[src/rtl/ir_decoder_multi.sv]
// NEC-style IR frame decoder: synchroniser, glitch filter, pulse-length counter and frame FSM
// States: IDLE 0 wait sync fall | SYNC_B 1 sync burst | SYNC_S 2 sync silence | BIT_B 3 bit burst | BIT_S 4 bit silence | REP_B 5 repeat burst | CHECK 6 validate word
module ir_decoder_multi #(
  parameter int unsigned NBITS     = 32,
  parameter int unsigned LSB_FIRST = 0,
  parameter int unsigned INV_CHECK = 1,
  parameter int unsigned SBD       = 1_212_121,
  parameter int unsigned SSD       = 606_060,
  parameter int unsigned RSD       = 303_030,
  parameter int unsigned BBD       = 80_808,
  parameter int unsigned BSD0      = 80_808,
  parameter int unsigned BSD1      = 215_488,
  parameter int unsigned MARGIN    = 20_000,
  parameter int unsigned FILT      = 4,
  parameter int unsigned REP_WIN   = 14_814_814
) (
  input  logic             clk_in,
  input  logic             rst_n_in,
  input  logic             signal_in,
  output logic [NBITS-1:0] code_out,
  output logic             new_code_out,
  output logic             repeat_out,
  output logic [2:0]       error_out,
  output logic [3:0]       state_out
);

  typedef enum logic [3:0] {
    IDLE   = 4'd0,
    SYNC_B = 4'd1,
    SYNC_S = 4'd2,
    BIT_B  = 4'd3,
    BIT_S  = 4'd4,
    REP_B  = 4'd5,
    CHECK  = 4'd6
  } state_t;

  localparam int unsigned CW = $clog2(NBITS + 1);
  localparam int unsigned FW = (FILT > 1) ? $clog2(FILT) : 1;

  logic          sync1_q, sync2_q, filt_q;
  logic [FW-1:0] fcnt_q;
  logic [31:0]   len_q;
  logic          edge_w, fall_w;

  assign edge_w = (sync2_q != filt_q) && (fcnt_q == FW'(FILT - 1));
  assign fall_w = edge_w && filt_q;

  always_ff @(posedge clk_in or negedge rst_n_in) begin
    if (!rst_n_in) begin
      sync1_q <= 1'b1;
      sync2_q <= 1'b1;
      filt_q  <= 1'b1;
      fcnt_q  <= '0;
      len_q   <= '0;
    end else begin
      sync1_q <= signal_in;
      sync2_q <= sync1_q;
      if (sync2_q == filt_q) begin
        fcnt_q <= '0;
      end else if (edge_w) begin
        fcnt_q <= '0;
        filt_q <= ~filt_q;
      end else begin
        fcnt_q <= fcnt_q + FW'(1);
      end
      // Length includes the first cycle of the new level, so L equals the level duration
      if (edge_w)           len_q <= 32'd1;
      else if (len_q != '1) len_q <= len_q + 32'd1;
    end
  end

  function automatic logic in_win(input logic [31:0] l, input logic [31:0] x);
    logic [32:0] lw, xw;
    lw = {1'b0, l};
    xw = {1'b0, x};
    return (lw + 33'(MARGIN) >= xw) && (lw <= xw + 33'(MARGIN));
  endfunction

  state_t           state_q, state_d;
  logic [CW-1:0]    bcnt_q, bcnt_d;
  logic [NBITS-1:0] shreg_q, shreg_d, code_q, code_d;
  logic             new_code_q, new_code_d, repeat_q, repeat_d, have_q, have_d;
  logic [2:0]       err_q, err_d;
  logic [31:0]      hold_q, hold_d, w32;
  logic             inv_ok, raise, bitv;
  logic [2:0]       raise_code;

  assign w32    = 32'(shreg_q);
  assign inv_ok = (w32[15:8] == ~w32[7:0]) && (w32[31:24] == ~w32[23:16]);

  always_comb begin
    state_d    = state_q;
    bcnt_d     = bcnt_q;
    shreg_d    = shreg_q;
    code_d     = code_q;
    new_code_d = 1'b0;
    repeat_d   = 1'b0;
    err_d      = err_q;
    have_d     = have_q;
    hold_d     = hold_q;
    raise      = 1'b0;
    raise_code = 3'd0;
    bitv       = 1'b0;
    if (have_q && hold_q != '1) hold_d = hold_q + 32'd1;
    case (state_q)
      IDLE: if (fall_w) begin
        state_d = SYNC_B;
        err_d   = 3'd0;
        bcnt_d  = '0;
        shreg_d = '0;
      end
      SYNC_B: if (edge_w) begin
        if (in_win(len_q, SBD)) state_d = SYNC_S;
        else begin raise = 1'b1; raise_code = 3'd1; end
      end else if (len_q > SBD + MARGIN) begin
        raise = 1'b1; raise_code = 3'd1;
      end
      SYNC_S: if (edge_w) begin
        if (in_win(len_q, SSD))      state_d = BIT_B;
        else if (in_win(len_q, RSD)) state_d = REP_B;
        else begin raise = 1'b1; raise_code = 3'd2; end
      end else if (len_q > SSD + MARGIN) begin
        raise = 1'b1; raise_code = 3'd2;
      end
      BIT_B: if (edge_w) begin
        if (in_win(len_q, BBD)) state_d = BIT_S;
        else begin raise = 1'b1; raise_code = 3'd3; end
      end else if (len_q > BBD + MARGIN) begin
        raise = 1'b1; raise_code = 3'd3;
      end
      BIT_S: if (edge_w) begin
        if (in_win(len_q, BSD0) || in_win(len_q, BSD1)) begin
          bitv = !in_win(len_q, BSD0);
          if (LSB_FIRST != 0) shreg_d = {bitv, shreg_q[NBITS-1:1]};
          else                shreg_d = {shreg_q[NBITS-2:0], bitv};
          bcnt_d  = bcnt_q + CW'(1);
          state_d = (bcnt_q == CW'(NBITS - 1)) ? CHECK : BIT_B;
        end else begin
          raise = 1'b1; raise_code = 3'd4;
        end
      end else if (len_q > BSD1 + MARGIN) begin
        raise = 1'b1; raise_code = 3'd4;
      end
      CHECK: begin
        if (INV_CHECK != 0 && NBITS == 32 && !inv_ok) begin
          raise = 1'b1; raise_code = 3'd5;
        end else begin
          code_d     = shreg_q;
          new_code_d = 1'b1;
          have_d     = 1'b1;
          hold_d     = '0;
          state_d    = IDLE;
        end
      end
      REP_B: if (edge_w) begin
        if (!in_win(len_q, BBD)) begin
          raise = 1'b1; raise_code = 3'd3;
        end else if (have_q && hold_q <= REP_WIN) begin
          repeat_d = 1'b1;
          hold_d   = '0;
          state_d  = IDLE;
        end else begin
          raise = 1'b1; raise_code = 3'd6;
        end
      end else if (len_q > BBD + MARGIN) begin
        raise = 1'b1; raise_code = 3'd3;
      end
      default: state_d = IDLE;
    endcase
    if (raise) begin
      err_d   = raise_code;
      have_d  = 1'b0;
      state_d = IDLE;
    end
  end

  always_ff @(posedge clk_in or negedge rst_n_in) begin
    if (!rst_n_in) begin
      state_q    <= IDLE;
      bcnt_q     <= '0;
      shreg_q    <= '0;
      code_q     <= '0;
      new_code_q <= 1'b0;
      repeat_q   <= 1'b0;
      err_q      <= 3'd0;
      have_q     <= 1'b0;
      hold_q     <= '0;
    end else begin
      state_q    <= state_d;
      bcnt_q     <= bcnt_d;
      shreg_q    <= shreg_d;
      code_q     <= code_d;
      new_code_q <= new_code_d;
      repeat_q   <= repeat_d;
      err_q      <= err_d;
      have_q     <= have_d;
      hold_q     <= hold_d;
    end
  end

  assign code_out     = code_q;
  assign new_code_out = new_code_q;
  assign repeat_out   = repeat_q;
  assign error_out    = err_q;
  assign state_out    = state_q;

endmodule

[config.mk]
export PLATFORM = sky130hd
export DESIGN_NAME = ir_decoder_multi
export DESIGN_NICKNAME = d
export VERILOG_FILES = /design/src/rtl/ir_decoder_multi.sv
export SDC_FILE = /design/constraint.sdc
export NUM_CORES = 1
export LEC_CHECK = 0
export ABC_AREA = 1
export ABC_CLOCK_PERIOD_IN_PS = 5200
export CORE_MARGIN = 4
export CORE_UTILIZATION = 45
export CTS_BUF_LIST = sky130_fd_sc_hd__clkbuf_16
export DETAILED_ROUTE_END_ITERATION = 12
export HOLD_SLACK_MARGIN = 0.1
export RECOVER_POWER = 100
export SLEW_MARGIN = 20
export SYNTH_ARGS = -nofsm -noshare
export SYNTH_HDL_FRONTEND = slang
export SYNTH_SLANG_ARGS = --single-unit
[constraint.sdc]
create_clock -name clk_in -period 5.2 [get_ports clk_in]
set_input_delay 0.52 -clock clk_in [delete_from_list [all_inputs] [get_ports clk_in]]
set_output_delay 0.52 -clock clk_in [all_outputs]
set_load 0.01 [all_outputs]
* Word level (Yosys, flattened, before mapping)
Index checks and enable logic that the tools add are counted.
** Storage, ports and cells
- Bits in registers :: 149
- Input bits :: 3
- Output and inout bits :: 41
- Logic and storage cells :: 176
** Operators by class
- Add/subtract/negate cells :: 5
- Order comparisons :: 15
- Equality and inequality tests :: 30
- Muxes and demuxes :: 83
- Bitwise operators :: 4
- Reduce and logical (&&, ||, !) cells :: 25
** Operators by type and width (count)
- 32-bit two-way mux :: 10
- 32-bit case mux with 2 select lines :: 2
- 32-bit by 1-bit adder with 32-bit output, second input constant :: 2
- 32-bit != test, second input constant :: 2
- 4-bit two-way mux :: 15
- 3-bit two-way mux :: 14
- 3-bit != test, second input constant :: 12
- 32-bit by 15-bit adder with 33-bit output, second input constant :: 1
- 33-bit by 17-bit >= comparator with 1-bit output, second input constant :: 1
- 33-bit by 18-bit >= comparator with 1-bit output, second input constant :: 1
- 33-bit by 19-bit >= comparator with 1-bit output, second input constant :: 1
- 33-bit by 20-bit >= comparator with 1-bit output, second input constant :: 1
- 33-bit by 21-bit >= comparator with 1-bit output, second input constant :: 1
- 32-bit by 17-bit > comparator with 1-bit output, second input constant :: 1
- 32-bit by 18-bit > comparator with 1-bit output, second input constant :: 1
- 32-bit by 20-bit > comparator with 1-bit output, second input constant :: 1
- 32-bit by 21-bit > comparator with 1-bit output, second input constant :: 1
- 32-bit by 17-bit <= comparator with 1-bit output, second input constant :: 1
- 32-bit by 18-bit <= comparator with 1-bit output, second input constant :: 1
- 32-bit by 19-bit <= comparator with 1-bit output, second input constant :: 1
- 32-bit by 20-bit <= comparator with 1-bit output, second input constant :: 1
- 32-bit by 21-bit <= comparator with 1-bit output, second input constant :: 1
- 32-bit by 24-bit <= comparator with 1-bit output, second input constant :: 1
- 1-bit two-way mux :: 28
- 28 further kinds :: 61

* Logic depth before layout (Yosys ltp)
- Depth after elaboration :: 9
- Mapped depth :: 23
- Mapped depth without buffers :: 23

* Least setup slack after synthesis
OpenSTA, ideal clock, no wires.
- Path kind :: reg2reg
- Start point :: reg len_q[5]
- End point :: reg bcnt_q[4]
- Library setup time :: 0.119 ns
- Arrival time :: 2.298 ns
- Data required time :: 5.081 ns
- Slack :: 2.783 ns
- Stages on the path, launching flop included :: 20
- Path buffers :: 1
- Period minus slack after synthesis :: 2.417 ns
- Cells stage by stage :: dfrtp_1 > ha_1 > nand3_1 > nand3_2 > nand3_2 > nand2_4 > nand2_1 > nand2_1 > nand2_1 > nor2_1 > nand2_1 > nor2_1 > nand3_2 > nand2_4 > nand3_4 > nand2_4 > inv_4 > buf_6 > nand4_1 > o21ai_2
** Between the ends
- Cells in the longest elaborated chain, start to end :: 6
- Elaborated cells between the ends (all ways) :: 10
- Classes of those cells :: 1 x add/sub; 4 x order compare; 1 x eq/ne; 4 x reduce/logical
** Ends and longest elaborated chain
- from (decl) :: line 42 : logic [31:0] len_q;
- from (signal assigned) :: line 68 : else if (len_q != '1) len_q <= len_q + 32'd1;
- 32-bit by 15-bit adder with 33-bit output :: line 76 : return (lw + 33'(MARGIN) >= xw) && (lw <= xw + 33'(MARGIN));
- 33-bit by 17-bit >= comparator with 1-bit output / 33-bit by 18-bit >= comparator with 1-bit output (equally long branches) :: line 76
- 1-bit logical AND :: line 76
- 1-bit logical OR * :: line 132 : if (in_win(len_q, BSD0) || in_win(len_q, BSD1)) begin
- 2-bit != test (no source line) *
- 4-bit AND reduction (no source line) *
- to (signal assigned) :: line 190 : bcnt_q <= bcnt_d;
- to (decl) :: line 80 : logic [CW-1:0] bcnt_q, bcnt_d;
Every way passes the cells marked *; elsewhere a longest branch is shown, timed or not.
A chain may end at the register's enable or synchronous reset.

* Final worst setup path
- Start point :: reg filt_q
- End point :: reg len_q[27]
** Between the ends
- Cells in the longest elaborated chain, start to end :: 3
- Elaborated cells between the ends (all ways) :: 4
- Classes of those cells :: 1 x eq/ne; 1 x mux; 2 x reduce/logical
** Ends and longest elaborated chain
- from (decl) :: line 40 : logic sync1_q, sync2_q, filt_q;
- from (signal assigned) :: line 62 : filt_q <= ~filt_q;
- 1-bit != test * :: line 45 : assign edge_w = (sync2_q != filt_q) && (fcnt_q == FW'(FILT - 1));
- 1-bit logical AND * :: line 45
- 32-bit two-way mux / 2-bit nonzero test (equally long branches)
Marked as above.

==> qor.yml <==
yosys:
  yosys.area.top_type_share_pct: 36.7
  synthTopCellsByArea: "dfrtp_1 37%, nand2_1 13%, nor2_1 7.5%, nand3_1 6.5%, inv_1 6.1%"
  yosysSeqAreaShare_pct: 37.5
  syn_inst: 1413
  yosys_warnings: 0
  ys_types: 52
  synth_area_um2: 9890
  syn_nets: 1429
  syn_area_per_cell_um2: 7.00
  synth_top_area_cell: "dfrtp_1"
  synth_seq_cells: 148
layout:
  syn2layout_area_growth_pct: 9.41
  layout_common_cells: "358 x nand2_1, 201 x nor2_1, 163 x inv_1"
  antenna_cells: 0
  layout_commonest_cell: "nand2_1"
  drive_gt1_share_pct: 5.71
  final_nets: 1456
setup_path:
  cpMostUsedCell: "nor2_1"
  cp.required_ns: 5.54
  crit_fanout: 25
  critPathArrivalTime_ns: 4.47
  startpoint_type: "flop"
  cp_slowest_stage_delay_ns: 0.57
  r2r_cells: 15
  cp_slowest_cell: "dfstp_1"
  rrSetupSlack_ns: 1.07
  path_class: "reg -> reg"
  r2r-end: "len_q[27]"
  cp_cell_sequence: "xnor2_1, nor2_2, inv_1, clkbuf_1, nand3_1, nand3_1, nor2_1, nand2_1, nor2_1, nand4_1, nor2_1, clkinv_1, nor3_1, o21ai_0, a21oi_1"
  crit-reg2reg-launch: "filt_q"
  crit_buf_inv: 3
  crit_family: "simple AND/OR/NAND/NOR gates"
  cp-end-kind: "flop"
pwr:
  cellInternalPower_mw: 2.11
  swShare_pct: 33.9
  net-switching-power_mw: 1.08
  p_seq_share_pct: 41.7
  p_clk_share_pct: 37.5
  irDropWorstVdd_mv: 0.226
  p_leak_nw: 5.23
  power.density_nw_per_um2: 295
  pwr-share-comb_pct: 20.8
timing:
  max_slew_margin_pct: -66.8
  worst_slew_pin_slew_ns: 2.50
  fin_crit_ns: 4.13
  setup_viol: 0
  setup_tns_ns: 0
  max_freq_ghz: 0.242
  period_share_pct: 79.4
  final_hold_viol_count: 0
  holdWs_ns: 0.420
  rsz0062_at_grt: "false"
  slew_violations: 163
  clock-skew-final_ns: 0.0134
floorplanning:
  die_h_um: 156
  die_w_um: 156
  die_area_um2: 24400
  fp-row-count: 53
  initial_core_util_pct: 46.5
  io_pins: 44
  coreArea_um2: 21300
clock_tree:
  cts_max_level: 4
  root_buffer: "clkbuf_16"
  max-clock-path-buffers: 2
  cts_resized: 0
  cts_tree: "done"
  cts.clk_slew.worst_paths_ns: 0.07
  cts_sinks: 148
  worstSkewPairLatency_ns: 0.42
  cts_setup_buffers: 0
  cts_buffers: 17
  hold_buffers: 0
place:
  finalWeightedCongestion: 0.982
  hpwl_mm: 20.8
  io_buffers: 42
min_path:
  whs_path_depth: 0
  min_to: "sync2_q"
  hold_path.class: "reg -> reg"
  hp-start: "sync1_q"
run:
  max-cap-violations: 2
run_status:
  violations: "max-capacitance violations, max-slew violations"
  run_status: "finished with violations"
drt:
  wl_per_cell_um: 15.7
  drc: 0
  vias: 9153
  viasPerCell: 5.30
  drt_iter0_markers: 677
  first_pass_iters: 5
  drt-total-wl_mm: 27.2
  antenna_left: 0
grt:
  gr-total-overflow: 0
  grt_usage_pct: 22.9
  grt_pass1_vias: 8658
  grt_max_degree: 101
  antenna_found_initial: 0
  grt_pass1_wl_mm: 45.1
==> power groups by stage <==
stage	clock [mW]	combinational, mW	sequential [mW]
3_5_place_dp	0	0.692	1.35
4_1_cts	1.22	0.697	1.33
2_1_floorplan	0	0.489	1.31
6_report	1.20	0.665	1.33
5_1_grt	1.27	0.759	1.34
3_3_place_gp	0	0.693	1.35
==> metrics by stage <==
step	power (mW)	setup WS (ns)	std cells	utilization, %	instance area, um^2
6_report	3.19	1.07	1728	50.8	10800
5_1_grt	3.37	0.752	1728	50.8	10800
4_1_cts	3.25	1.79	1728	51.8	11000
3_5_place_dp	2.04	1.80	1696	49.1	10400
3_3_place_gp	2.04	1.81	1696	49.1	10400
2_1_floorplan	1.80	2.78	1413	-	9890
==> synthesized netlist by cell type (all sizes together) <==
cell	count
inv	172
a2bb2oi	2
or2	1
a21boi	2
nor3b	3
nor4b	1
conb	1
o31ai	7
o21ai	102
dfrtp	145
o21a	5
nor2	216
a31oi	3
or3	2
nand2	372
ha	13
clkbuf	14
o211ai	2
o41ai	2
a221oi	1
nor3	46
buf	25
clkinv	2
nand4	34
xnor2	13
a22oi	1
nor4	8
nand3	137
nand3b	3
dfstp	3
a211oi	1
a21oi	41
or4	1
o21bai	4
xor2	28
==> routing by layer <==
layer	part of all wire [%]	GRT usage [%]	wire [um]	vias up
met5	0	0	0	-
met4	1.7	5.74	453	0
met3	6.7	4.65	1830	32
met2	42	33.3	11500	253
met1	49	35.0	13400	4234
li1	-	-	-	4634
==> cell type report <==
type | instances | area (um^2)
clock inverters | 15 | 148
repair buffers | 47 | 443
inverters | 174 | 658
multi-input cells | 1052 | 5100
well taps | 275 | 344
fillers | 2189 | 10500
flip-flops and latches | 148 | 3710
clock buffers | 17 | 425
==> sequential cells by signal (all words and copies together) (netlist names) <==
signal and flops:
bcnt_q 6, code_out 32, error_out 3, fcnt_q 2
filt_q 1, have_q 1, hold_q 32, len_q 32
new_code_out 1, repeat_out 1, shreg_q 32, state_out 3
sync1_q 1, sync2_q 1
==> kinds of logic after synthesis <==
logic type	after synthesis	synth area share, %
other cells	1	0.0379
buf+inv	213	9.21
xor+xnor	41	3.63
fa+ha+maj	13	1.64
simple gates	824	37.2
flops	148	37.5
compound gates	173	10.8
==> worst max path at each step <==
stage               startpoint        end  slack [ns]  depth (start not counted)
floorplan             len_q[5]  bcnt_q[4]        2.78                         19
global placement     len_q[15]  bcnt_q[3]        1.81                         19
detailed placement   len_q[15]  bcnt_q[3]        1.80                         19
CTS                   len_q[5]  bcnt_q[3]        1.79                         19
global route            filt_q  len_q[27]        0.75                         15
finish                  filt_q  len_q[27]        1.07                         15
==> worst reg2reg max path: cells and delay by family, from the launching register on <==
kind                      cells  cell delay (ns)
and+or+nand+nor               9             2.24
AOI/OAI and AO/OA             2             0.24
buffers and inverters         3             0.84
DFF                           1             0.57
xor gates and xnor gates      1             0.15
(Power assumes the default switching activity.)
